$ cat config.mk
export PLATFORM = sky130hd
export DESIGN_NAME = result_packer
export DESIGN_NICKNAME = d
export VERILOG_FILES = /design/src/rtl/result_packer.sv
export SDC_FILE = /design/constraint.sdc
export NUM_CORES = 1
export LEC_CHECK = 0
export BUFFER_PORTS_ARGS = -buffer_cell sky130_fd_sc_hd__buf_2
export CAP_MARGIN = 20
export CORE_ASPECT_RATIO = 1.2
export CORE_UTILIZATION = 40
export DETAILED_ROUTE_END_ITERATION = 7
export GPL_ROUTABILITY_DRIVEN = 0
export SETUP_SLACK_MARGIN = 0.15
export SLEW_MARGIN = 30
export SYNTH_ARGS = -nofsm -noshare
export SYNTH_HDL_FRONTEND = slang
export SYNTH_SLANG_ARGS = --single-unit
$ cat constraint.sdc
create_clock -name clk_i -period 5.1 [get_ports clk_i]
set_input_delay 1.02 -clock clk_i [delete_from_list [all_inputs] [get_ports clk_i]]
set_output_delay 1.02 -clock clk_i [all_outputs]
set_load 0.005 [all_outputs]
$ cat src/rtl/result_packer.sv
`default_nettype none
// ============================================================================
// Module   : result_packer
// Purpose  : Packs pairs of adder result halves (lower/upper, tagged by the
//            controller's buffer_control encoding) into one memory word,
//            queues packed words in a small FIFO and presents them to the
//            memory write path through a valid/ready handshake. Per-half
//            carry flags travel with each word. A sticky flag records any
//            out-of-order half.
//
// Ports    : clk_i        clock, all state changes on the rising edge
//            rst_i        synchronous active-high reset
//            in_valid_i   adder result presented
//            in_ready_o   block can take a result this cycle
//            in_data_i    adder sum (DATA_W)
//            in_carry_i   adder carry-out for this sum
//            in_upper_i   1 = upper half, 0 = lower half
//            flush_i      commit a pending lower half, upper zero-filled
//            out_valid_o  FIFO head entry valid
//            out_ready_i  write side consumes the head entry
//            out_data_o   packed word {upper, lower} (MEM_WORD_SIZE)
//            out_ovf_o    carry flags of head entry {upper, lower}
//            count_o      FIFO occupancy
//            err_order_o  sticky ordering error, cleared only by reset
//
// Options  : RESULT_PACKER_SAT_EN - when defined, a half whose carry is set
//            is replaced by all-ones before packing; out_ovf_o still reports
//            the carry. When undefined, halves pass through and wrap.
//
// Params   : DATA_W (32), MEM_WORD_SIZE (64, must be 2*DATA_W),
//            DEPTH (2, power of two, >= 2)
//
// Revision : 1.0 - initial release
// ============================================================================
module result_packer #(
    parameter int DATA_W        = 32,
    parameter int MEM_WORD_SIZE = 64,
    parameter int DEPTH         = 2
) (
    input  logic                       clk_i,
    input  logic                       rst_i,
    input  logic                       in_valid_i,
    output logic                       in_ready_o,
    input  logic [DATA_W-1:0]          in_data_i,
    input  logic                       in_carry_i,
    input  logic                       in_upper_i,
    input  logic                       flush_i,
    output logic                       out_valid_o,
    input  logic                       out_ready_i,
    output logic [MEM_WORD_SIZE-1:0]   out_data_o,
    output logic [1:0]                 out_ovf_o,
    output logic [$clog2(DEPTH):0]     count_o,
    output logic                       err_order_o
);

    // ------------------------------------------------------------------------
    // Constants
    // ------------------------------------------------------------------------
    localparam int c_PTR_W = $clog2(DEPTH);
    localparam int c_CNT_W = $clog2(DEPTH) + 1;

    // Assembly state: either nothing is pending, or a lower half is held
    // waiting for its upper partner.
    localparam logic [0:0] c_S_EMPTY      = 1'b0;
    localparam logic [0:0] c_S_HAVE_LOWER = 1'b1;

    // ------------------------------------------------------------------------
    // Registered state
    // ------------------------------------------------------------------------
    logic [0:0]               r_state;
    logic [DATA_W-1:0]        r_low;
    logic                     r_low_carry;
    logic                     r_err;

    logic [MEM_WORD_SIZE-1:0] r_mem_data [DEPTH];
    logic [1:0]               r_mem_ovf  [DEPTH];
    logic [c_PTR_W-1:0]       r_wr_ptr;
    logic [c_PTR_W-1:0]       r_rd_ptr;
    logic [c_CNT_W-1:0]       r_count;

    // ------------------------------------------------------------------------
    // Combinational signals
    // ------------------------------------------------------------------------
    logic                     w_full;
    logic                     w_in_acc;
    logic                     w_pop;
    logic [DATA_W-1:0]        w_in_half;

    logic [0:0]               w_state_nxt;
    logic                     w_push;
    logic [MEM_WORD_SIZE-1:0] w_push_data;
    logic [1:0]               w_push_ovf;
    logic                     w_store_low;
    logic                     w_set_err;

    // Fullness comes only from the registered count: a pop in the same cycle
    // does not reopen the input, which keeps in_ready_o off the out_ready_i
    // timing path.
    assign w_full     = (r_count == c_CNT_W'(DEPTH));
    assign in_ready_o = !w_full && !flush_i;
    assign w_in_acc   = in_valid_i && in_ready_o;

    assign out_valid_o = (r_count != '0);
    assign w_pop       = out_valid_o && out_ready_i;

    // Half value as it will be stored/packed. The carry itself is always
    // forwarded untouched on the ovf bits.
`ifdef RESULT_PACKER_SAT_EN
    assign w_in_half = in_carry_i ? {DATA_W{1'b1}} : in_data_i;
`else
    assign w_in_half = in_data_i;
`endif

    // ------------------------------------------------------------------------
    // Assembly state machine: decides what (if anything) is pushed this cycle
    // and whether the incoming half is kept as the new pending lower.
    // At most one word is pushed per cycle, and a push only happens when the
    // FIFO is not full (either via in_ready_o or the explicit flush guard).
    // ------------------------------------------------------------------------
    always_comb begin
        w_state_nxt = r_state;
        w_push      = 1'b0;
        w_push_data = '0;
        w_push_ovf  = 2'b00;
        w_store_low = 1'b0;
        w_set_err   = 1'b0;

        case (r_state)
            c_S_EMPTY: begin
                if (w_in_acc) begin
                    if (in_upper_i) begin
                        // Upper without a lower: emit it alone, lower zeroed.
                        w_push      = 1'b1;
                        w_push_data = {w_in_half, {DATA_W{1'b0}}};
                        w_push_ovf  = {in_carry_i, 1'b0};
                        w_set_err   = 1'b1;
                    end else begin
                        w_store_low = 1'b1;
                        w_state_nxt = c_S_HAVE_LOWER;
                    end
                end
                // flush_i with nothing pending is a no-op.
            end

            c_S_HAVE_LOWER: begin
                if (w_in_acc) begin
                    if (in_upper_i) begin
                        w_push      = 1'b1;
                        w_push_data = {w_in_half, r_low};
                        w_push_ovf  = {in_carry_i, r_low_carry};
                        w_state_nxt = c_S_EMPTY;
                    end else begin
                        // Second lower in a row: retire the old one with a
                        // zero upper and keep the new one pending.
                        w_push      = 1'b1;
                        w_push_data = {{DATA_W{1'b0}}, r_low};
                        w_push_ovf  = {1'b0, r_low_carry};
                        w_store_low = 1'b1;
                        w_set_err   = 1'b1;
                    end
                end else if (flush_i && !w_full) begin
                    // Flush never coincides with acceptance since it forces
                    // in_ready_o low. When full the flush simply waits.
                    w_push      = 1'b1;
                    w_push_data = {{DATA_W{1'b0}}, r_low};
                    w_push_ovf  = {1'b0, r_low_carry};
                    w_state_nxt = c_S_EMPTY;
                end
            end

            default: begin
                w_state_nxt = c_S_EMPTY;
            end
        endcase
    end

    // ------------------------------------------------------------------------
    // Assembly register, state and sticky error
    // ------------------------------------------------------------------------
    always_ff @(posedge clk_i) begin
        if (rst_i) begin
            r_state     <= c_S_EMPTY;
            r_low       <= '0;
            r_low_carry <= 1'b0;
            r_err       <= 1'b0;
        end else begin
            r_state <= w_state_nxt;
            if (w_store_low) begin
                r_low       <= w_in_half;
                r_low_carry <= in_carry_i;
            end
            if (w_set_err) begin
                r_err <= 1'b1;
            end
        end
    end

    // ------------------------------------------------------------------------
    // FIFO storage. Entries are cleared on reset so the head reads as zero
    // straight out of reset.
    // ------------------------------------------------------------------------
    always_ff @(posedge clk_i) begin
        if (rst_i) begin
            for (int i = 0; i < DEPTH; i++) begin
                r_mem_data[i] <= '0;
                r_mem_ovf[i]  <= 2'b00;
            end
        end else if (w_push) begin
            r_mem_data[r_wr_ptr] <= w_push_data;
            r_mem_ovf[r_wr_ptr]  <= w_push_ovf;
        end
    end

    // ------------------------------------------------------------------------
    // FIFO pointers and occupancy. DEPTH is a power of two, so the natural
    // pointer wrap gives modulo-DEPTH addressing.
    // ------------------------------------------------------------------------
    always_ff @(posedge clk_i) begin
        if (rst_i) begin
            r_wr_ptr <= '0;
            r_rd_ptr <= '0;
            r_count  <= '0;
        end else begin
            if (w_push) begin
                r_wr_ptr <= r_wr_ptr + c_PTR_W'(1);
            end
            if (w_pop) begin
                r_rd_ptr <= r_rd_ptr + c_PTR_W'(1);
            end
            r_count <= r_count + c_CNT_W'(w_push) - c_CNT_W'(w_pop);
        end
    end

    // ------------------------------------------------------------------------
    // Outputs: head entry straight from the storage registers, so it stays
    // stable until the read pointer moves.
    // ------------------------------------------------------------------------
    assign out_data_o  = r_mem_data[r_rd_ptr];
    assign out_ovf_o   = r_mem_ovf[r_rd_ptr];
    assign count_o     = r_count;
    assign err_order_o = r_err;

endmodule
`default_nettype wire

==> impl_metrics.json <==
{
  "status": "complete, but fails checks",
  "violations": "design-rule violations",
  "drtAntennaViolNets": 0,
  "pin_count": 110,
  "final-setup-viol-count": 0,
  "rsz0062_at_grt": "false",
  "cts_max_level": 4,
  "clock_sinks": 172,
  "grt_overflow": 0,
  "ctsHoldBuffers": 0,
  "path_clk_slew_ns": 0.07,
  "pre_cts_ws_ns": 2.00,
  "internal-power_uw": 2550,
  "power_frac_comb": 0.170,
  "clk_latency_ns": 0.42,
  "die_h_um": 149,
  "fin_crit_ns": 2.86,
  "hold_start": "r_low[22]",
  "ys_top_cells_by_area": "edfxtp_1, and2_1, dfxtp_1",
  "switching_share": 0.259,
  "ys_types": 30,
  "nets": 688,
  "finalWirelength_mm": 15.0,
  "area_growth_pct": 19.2,
  "hpwl_mm": 9.21,
  "finClkSkew_ns": 0.0109,
  "diodes": 0,
  "stdcell_count": 881,
  "yosysWarnings": 0,
  "grt_use_total": 0.167,
  "ctsResizeCount": 0,
  "grt_antenna_before_repair": 2,
  "min_period_over_period": 0.561,
  "final_util": 0.489,
  "io_buffers": 109,
  "max_stage_delay_ns": 0.57,
  "r2r-start": "count_o[0]",
  "reg2regPathDepth": 4,
  "dr.first_iter.drc_count": 222,
  "ys_seq_area_frac": 0.658,
  "dr.pass1.iters": 6,
  "crit_chain": "buf_16 -> mux2_2 -> buf_2",
  "drc_errors": 16,
  "syn-num-nets": 583,
  "r2r_end": "r_mem_data[1][14]",
  "power_leakage_uw": 0.00342,
  "cts_buffer_depth": 2,
  "core-area_um2": 17600,
  "crit_fanout": 43,
  "slew-limit-headroom": 0.372,
  "final_cell_mix": "and2_1, edfxtp_1, buf_2",
  "grt_pass1_vias": 4379,
  "cts_made_buffers": 17,
  "pwr-share-seq": 0.490,
  "endpoint_kind": "output port",
  "synth_top_cell_by_area": "edfxtp_1",
  "worst_slew_pin_slew_ns": 0.940,
  "hold_depth": 2,
  "avgSynthCellArea_um2": 13.3,
  "cp_data_required_time_ns": 4.08,
  "cts_tree": "built",
  "slew_violations": 0,
  "max-cap-violations": 0,
  "grt_max_degree": 67,
  "setup_slack_ns": 2.24,
  "via_per_inst": 4.87,
  "via_count": 4292,
  "critPathArrivalTime_ns": 1.84,
  "rrSetupSlack_ns": 2.70,
  "holdPathEnd": "r_low[22]",
  "die_area_um2": 18600,
  "fmax_mhz": 349,
  "crit_slowest_cell": "dfxtp_4",
  "start_util": 0.410,
  "syn-instance-count": 543,
  "grt_pass1_wl_mm": 23.3,
  "peakVddDrop_mv": 0.219,
  "clkPwrFrac": 0.340,
  "root_buffer": "clkbuf_16",
  "min_path_type": "reg2reg",
  "hold_viol": 0,
  "ys_ff_latch": 172,
  "wl_per_cell_um": 17.0,
  "syn_area_um2": 7240,
  "switchingPower_uw": 893,
  "cts_setup_buffers": 0,
  "yosysTopAreaCellShare": 0.548,
  "dp.cells": 848,
  "die_x_um": 125,
  "rows": 53,
  "setup_tns_ns": 0,
  "power_density_nw_per_um2": 400,
  "cp-start-kind": "flip-flop",
  "crit_type": "reg2out",
  "drive_gt1_frac": 0.348
}
-- how the worst max path moves through the flow --
| stage | end | slack [ns] | cells after the start |
|---|---|---|---|
| global placement | r_mem_data[0][50] | 1.98 | 3 |
| floorplan | r_mem_data[0][0] | 0.16 | 3 |
| CTS | out_data_o[0] | 2.02 | 2 |
| finish | out_data_o[14] | 2.24 | 3 |
| detailed placement | r_mem_data[1][59] | 2.00 | 5 |
| global route | out_ovf_o[1] | 2.15 | 3 |
-- per-stage QoR --
| stage | area [um^2] | hold slack, ns | power [uW] |
|---|---|---|---|
| after floorplan | 7240 | 0.440 | 2050 |
| final | 8620 | 0.458 | 3450 |
| after global placement | 8030 | 0.445 | 2290 |
| after global routing | 8620 | 0.481 | 3600 |
| after detailed placement | 8060 | 0.452 | 2300 |
| after CTS | 8600 | 0.461 | 3470 |
-- worst max-delay path, delay by kind of cell, from the launching register on --
| kind | cells | cell delay (ns) |
|---|---|---|
| buf+inv | 2 | 0.43 |
| flops | 1 | 0.57 |
| mux | 1 | 0.40 |
-- state kept, by name, summed over array words and instances (netlist names), named ones only --
| register | count |
|---|---|
| r_low | 32 |
| err_order_o | 1 |
| r_rd_ptr | 1 |
| r_state | 1 |
| r_wr_ptr | 1 |
| r_low_carry | 1 |
| r_mem_ovf | 4 |
| r_mem_data | 128 |
| count_o | 2 |
-- cell families after synthesis --
kind of cell,share of synthesized area
AO/OA/AOI/OAI,0.0327
AND/OR/NAND/NOR,0.176
adder cells (fa/ha/maj),0.00173
multiplexers,0.104
flip-flops,0.658
buffers and inverters,0.0218
XOR/XNOR,0.00484
-- synthesized netlist by cell type --
master      n
xnor2_1     1
nor2b_1     3
o211a_1     1
ha_1        1
o21ai_0     1
nand3_1     1
and2_1    132
and2_4      1
and3_1      1
xor2_1      3
nor2_1      8
o21bai_1    2
edfxtp_1  132
clkbuf_2   12
clkbuf_1    7
a221oi_1    1
nor3_2      2
dfxtp_1    40
o221ai_2    1
mux2_2     67
inv_1       3
nor2b_2     2
o21a_1      1
nand2_1    68
nand2b_4    1
nor4b_4     2
buf_2      12
a21oi_1    35
nand3b_4    1
or2_2       1
-- per-layer routing --
layer	vias up	routed length [um]	track usage
li1	2090	-	-
met5	-	21	0
met2	102	7490	0.287
met4	4	114	0.0556
met1	2086	6580	0.206
met3	10	783	0.0427
-- power by group through the flow --
stage                     Clock [uW]  Sequential [uW]  Combinational, uW
final                           1170             1690                587
after global routing            1260             1700                642
after floorplan                    0             1690                361
after global placement             0             1760                530
after CTS                       1190             1740                543
after detailed placement           0             1770                539
-- layout make-up --
type	count	area (um^2)
clock buffer	17	425
clock inverter	15	115
fill	1582	9020
inverter	3	11.3
multi-input combinational	337	2350
sequential	172	4770
tap	220	275
timing repair buffer	117	673
No activity file was read; power rests on OpenSTA's default activity.
